**src/rtl/servo_ramp.sv**
```systemverilog
// servo_ramp: servo position sequencer feeding a frame-based PWM stage.
// Accepts angle commands over valid/ready and converts each to a pulse width
// in clocks. Slews pos toward that width by at most STEP per frame, and
// updates only on frame boundaries so the PWM stage never sees a mid-frame
// change.
//
// Ports:
//   clk        system clock
//   rstn       synchronous active-low reset
//   enable     request servo drive on
//   cmd_data   commanded angle 0..255
//   cmd_valid  command present
//   cmd_ready  command slot free (transfer on cmd_valid && cmd_ready)
//   pos        pulse width to the PWM stage (0 while off)
//   timer_ena  PWM frame-counter enable
//   frame_tick high on the last cycle of each frame
//   busy       pending command held, or pos still ramping while running
module servo_ramp #(
  parameter int unsigned FRAME   = 240000,
  parameter int unsigned POS_MIN = 12000,
  parameter int unsigned POS_MAX = 24000,
  parameter int unsigned SCALE   = 47,
  parameter int unsigned STEP    = 240
) (
  input  logic        clk,
  input  logic        rstn,
  input  logic        enable,
  input  logic [7:0]  cmd_data,
  input  logic        cmd_valid,
  output logic        cmd_ready,
  output logic [17:0] pos,
  output logic        timer_ena,
  output logic        frame_tick,
  output logic        busy
);

  localparam int unsigned PW    = 18;
  localparam int unsigned CW    = 18;
  localparam int unsigned AW    = 8;
  localparam int unsigned PRODW = 14;

  typedef enum logic {S_OFF, S_RUN} state_t;

  // Angle to pulse width, clamped at POS_MAX.
  function automatic logic [PW-1:0] to_width(input logic [AW-1:0] angle);
    logic [PRODW-1:0] prod;
    logic [PW-1:0]    sum;
    prod = PRODW'(32'(angle) * SCALE);
    sum  = PW'(POS_MIN) + PW'(prod);
    if (sum > PW'(POS_MAX)) sum = PW'(POS_MAX);
    return sum;
  endfunction

  // One bounded slew step of cur toward tgt; STEP of 0 jumps straight there.
  function automatic logic [PW-1:0] step_to(input logic [PW-1:0] cur,
                                            input logic [PW-1:0] tgt);
    logic [PW-1:0] res;
    if (STEP == 0) begin
      res = tgt;
    end else if (tgt >= cur) begin
      res = ((tgt - cur) <= PW'(STEP)) ? tgt : cur + PW'(STEP);
    end else begin
      res = ((cur - tgt) <= PW'(STEP)) ? tgt : cur - PW'(STEP);
    end
    return res;
  endfunction

  localparam logic [PW-1:0] DEF_TARGET = to_width(AW'(128));

  state_t        state, state_nx;
  logic [PW-1:0] pend_q, pend_nx;
  logic [PW-1:0] target_q, target_nx;
  logic [PW-1:0] cur_q, cur_nx;
  logic [CW-1:0] cnt_q, cnt_nx;
  logic          ready_nx;
  logic [PW-1:0] pos_nx;
  logic          timer_nx;
  logic          tick_nx;
  logic          busy_nx;
  logic          accept;
  logic          run_nx;

  // State and datapath registers; every output is taken from here.
  always_ff @(posedge clk) begin
    if (!rstn) begin
      state      <= S_OFF;
      pend_q     <= '0;
      target_q   <= DEF_TARGET;
      cur_q      <= DEF_TARGET;
      cnt_q      <= '0;
      cmd_ready  <= 1'b1;
      pos        <= '0;
      timer_ena  <= 1'b0;
      frame_tick <= 1'b0;
      busy       <= 1'b0;
    end else begin
      state      <= state_nx;
      pend_q     <= pend_nx;
      target_q   <= target_nx;
      cur_q      <= cur_nx;
      cnt_q      <= cnt_nx;
      cmd_ready  <= ready_nx;
      pos        <= pos_nx;
      timer_ena  <= timer_nx;
      frame_tick <= tick_nx;
      busy       <= busy_nx;
    end
  end

  // Next-state, handshake, slew and frame counter.
  // The pending slot is full exactly when cmd_ready is low.
  always_comb begin
    state_nx  = state;
    pend_nx   = pend_q;
    target_nx = target_q;
    cur_nx    = cur_q;
    cnt_nx    = cnt_q;
    ready_nx  = cmd_ready;
    accept    = cmd_valid && cmd_ready;

    case (state)
      S_OFF: begin
        cnt_nx = '0;
        if (!cmd_ready) begin
          target_nx = pend_q;
          ready_nx  = 1'b1;
        end
        // No ramp from zero: drive starts at the (possibly just loaded) target.
        if (enable) begin
          state_nx = S_RUN;
          cur_nx   = target_nx;
        end
      end
      S_RUN: begin
        if (frame_tick) begin
          cnt_nx = '0;
          // Slew uses the target held before this tick.
          cur_nx = step_to(cur_q, target_q);
          if (!cmd_ready) begin
            target_nx = pend_q;
            ready_nx  = 1'b1;
          end
          // Dropping enable only takes effect once the frame has completed.
          if (!enable) state_nx = S_OFF;
        end else begin
          cnt_nx = cnt_q + CW'(1);
        end
      end
      default: state_nx = S_OFF;
    endcase

    // Accept only happens with an empty slot, so it never races a transfer.
    if (accept) begin
      pend_nx  = to_width(cmd_data);
      ready_nx = 1'b0;
    end

    run_nx   = (state_nx == S_RUN);
    timer_nx = run_nx;
    // pos must be 0 while the PWM counter is held, or its output sticks high.
    pos_nx   = run_nx ? cur_nx : '0;
    tick_nx  = run_nx && (cnt_nx == CW'(FRAME - 1));
    busy_nx  = !ready_nx || (run_nx && (cur_nx != target_nx));
  end

endmodule

```
**config.mk**
```make
export PLATFORM = sky130hd
export DESIGN_NAME = servo_ramp
export DESIGN_NICKNAME = d
export VERILOG_FILES = /design/src/rtl/servo_ramp.sv
export SDC_FILE = /design/constraint.sdc
export NUM_CORES = 1
export LEC_CHECK = 0
export CAP_MARGIN = 20
export CORE_ASPECT_RATIO = 1.4
export CORE_MARGIN = 2
export CORE_UTILIZATION = 57
export CTS_CLUSTER_SIZE = 30
export DETAILED_ROUTE_END_ITERATION = 7
export HOLD_SLACK_MARGIN = 0.08
export PLACE_DENSITY_LB_ADDON = 0.05
export SLEW_MARGIN = 0
export SYNTH_ARGS = -nofsm -noshare
export SYNTH_HDL_FRONTEND = slang
export SYNTH_SLANG_ARGS = --single-unit
```
**constraint.sdc**
```tcl
create_clock -name clk -period 6.3 [get_ports clk]
set_clock_uncertainty 0.1 [all_clocks]
set_input_delay 1.575 -clock clk [delete_from_list [all_inputs] [get_ports clk]]
set_output_delay 1.575 -clock clk [all_outputs]
set_load 0.05 [all_outputs]
```
==> results_dict.tcl <==
set metrics [dict create \
    place_hpwl_mm 19.8 \
    dpl_cell_area_um2 8930 \
    synth_edf_count 0 \
    pre_cts_slack_ns -0.418 \
    critPathKind "in -> reg" \
    fin_crit_sh_pct 94.6 \
    dieArea_um2 15500 \
    drive_gt1_share_pct 9.11 \
    io_buffers 33 \
    cts_sinks 91 \
    fin_ws_ns 0.339 \
    die_x_um 106 \
    synth_nets 1169 \
    leakagePower_nw 4.03 \
    ant_nets 0 \
    yosys-top-cells-area "dfxtp_1, ha_1, nor2_1" \
    crit_required_ns 6.45 \
    wire_per_inst_um 19.6 \
    tightest_slew_ns 1.00 \
    drc_errors 0 \
    slew_headroom_pct 32.8 \
    worst_path_dominant_cell_family "adder cells" \
    final_common_cell "nor2_1" \
    critPathMaxFanout 7 \
    maxCapViolCount 0 \
    grt_max_degree 32 \
    synth_top_cell_by_area "dfxtp_1" \
    drt_pass1_iterations 5 \
    initial_core_util_pct 57.9 \
    fin_nets 1204 \
    antenna_found_initial 0 \
    grt_pass1_wl_mm 40.1 \
    area_delta_synth_final_pct 12.8 \
    num_rows 52 \
    timing.final.crit_period_ns 5.96 \
    grtUsageMet3_pct 4.08 \
    ios 34 \
    fin_setup_tns_ns 0 \
    syn_area_um2 8290 \
    powerDensity_nw_per_um2 300 \
    core_um2 14300 \
    clockBufferDepth 2 \
    gp_congestion 0.949 \
    drt-total-wl_mm 25.4 \
    grt_use_met1_pct 37.5 \
    p_total_mw 2.81 \
    path_common_cell "fa_1" \
    critical_path.slowest_cell "fa_1" \
    vias 8122 \
    worstPathArrival_ns 6.11 \
    cp.buffers_inverters 3 \
    drtIter0Drc 754 \
    grtUsageTotal_pct 32.6 \
    seq_area_frac_synth_pct 22.0 \
    status "finished clean" \
    hold_slack_ns 0.377 \
    fin_cells 1298 \
    yosys_warnings 0 \
    dp_cells 1280 \
    finalHoldViolCount 0 \
    routed_via_density 6.26 \
    grt_pass1_vias 7837 \
    clkSlewWorstSetupHoldPaths_ns 0.06 \
    avgSynthCellArea_um2 7.76 \
    slowest_delay_ns 0.58 \
    clk_latency_ns 0.36 \
    clockRootBuffer "clkbuf_16" \
    die_h_um 147 \
    synth-async-reset-ratio_pct 0 \
    cts_tree "done" \
    cts_max_level 3 \
    rsz0062_at_grt "false" \
    fmax_ghz 0.168 \
    slew_violations 0 \
    setup_viol 0 \
    vdd_ir_drop_max_uv 227 \
    grt_use_met2_pct 58.4 \
    grt.busiest_layer "met2" \
    synth-seq-cells 91 \
    final_cell_mix "nor2_1, dfxtp_1, nand2_1" \
    overflow 0 \
    fin_area_um2 9350 \
    synth_ff_type "dfxtp_1" \
    synthCells 1069 \
    start_kind "input port" \
    synth_top_area_share_pct 22.0 \
    ys_types 78 \
    critical_path.cell_chain "clkdlybuf4s50_1 > fa_1 > fa_1 > fa_1 > fa_1 > ha_4 > inv_1 > o21bai_1 > a21oi_2 > o21bai_1 > a21oi_1 > o21bai_1 > a21oi_2 > xnor2_2 > a41o_1 > a21oi_2 > buf_6 > nor2b_1 > nor2_1" \
    cts_buffers 9 \
    n_antenna_cell 0 \
    fin_util_pct 65.3 \
    hold_path_class "reg -> reg" \
    worstSetupEndpointType "register" \
]
-- repair_timing --
item                                    in CTS  in global routing
hold buffers                                 0                  0
cloned                                       0                  1
resized for setup                            2                 25
pin swaps                                    1                 25
endpoints found under the setup margin      10                 15
buffers inserted                             0                  1
-- worst min-delay path: cells and delay by family (launching register included) --
family	cells	cell delay, ns
AO/OA/AOI/OAI	1	0.05
flip-flops	1	0.32
AND/OR/NAND/NOR	1	0.06
-- synth_stat cells, drive strengths merged, types with 4 or more instances --
cell type  instances
nor3              29
o21a               6
o22ai             10
a22oi             14
nor2             118
buf               13
fa                22
a221oi             9
clkbuf            38
a31oi              4
o21bai             5
nand4             15
o2111ai            8
a21oi             80
xor2              19
dfxtp             91
a31o               5
nand2             91
ha                66
nand3             37
a21o              10
nor3b              4
mux2i             27
o21ai             55
nor4               9
a221o              5
mux2               4
and2              15
o31a               7
xnor2             48
nor2b              9
and4               4
o211ai            14
and3              16
a211oi            11
or2                4
or4                5
or3                6
nand2b             6
inv               82
a311oi             5
-- metal layers --
| layer | wire, µm | up-vias |
|---|---|---|
| li1 | - | 3876 |
| met3 | 1210 | 94 |
| met1 | 10000 | 3845 |
| met5 | 0 | - |
| met2 | 12700 | 307 |
| met4 | 1470 | 0 |
-- cell families after synthesis --
logic type	share of synthesized area (%)
compound gates	23.3
flops	22.0
mux	3.80
fa+ha+maj	15.3
simple gates	22.0
buf+inv	6.61
xor+xnor	7.07
-- cell type report --
cell class | count | area [µm²]
Fill cell | 1285 | 4960
Tap cell | 189 | 236
Clock buffer | 10 | 229
Clock inverter | 6 | 71.3
Timing Repair Buffer | 75 | 663
Multi-Input combinational cell | 843 | 6020
Sequential cell | 91 | 1820
Inverter | 84 | 315
-- sequential cells by signal (all words and copies together) (netlist names) --
name,flops
cnt_q,18
cur_q,18
busy,1
cmd_ready,1
state,1
pos,18
frame_tick,1
target_q,18
pend_q,15
-- path summary, 6_finish.rpt --
check	startpoint	to	slack, ns	cells past startpoint
min reg2reg	pend_q[14]	pend_q[14]	0.38	2
max reg2reg	target_q[11]	busy	0.92	16
max	cmd_data[6]	pend_q[7]	0.34	19
min	pend_q[14]	pend_q[14]	0.38	2
-- report_power, final --
group	switching, mW	total, mW	internal [mW]	leakage [nW]
sequential	0.0539	0.678	0.624	0.744
clock	0.244	0.555	0.311	0.140
combinational	0.872	1.57	0.700	3.15
Power figures use the tool's default switching activity.
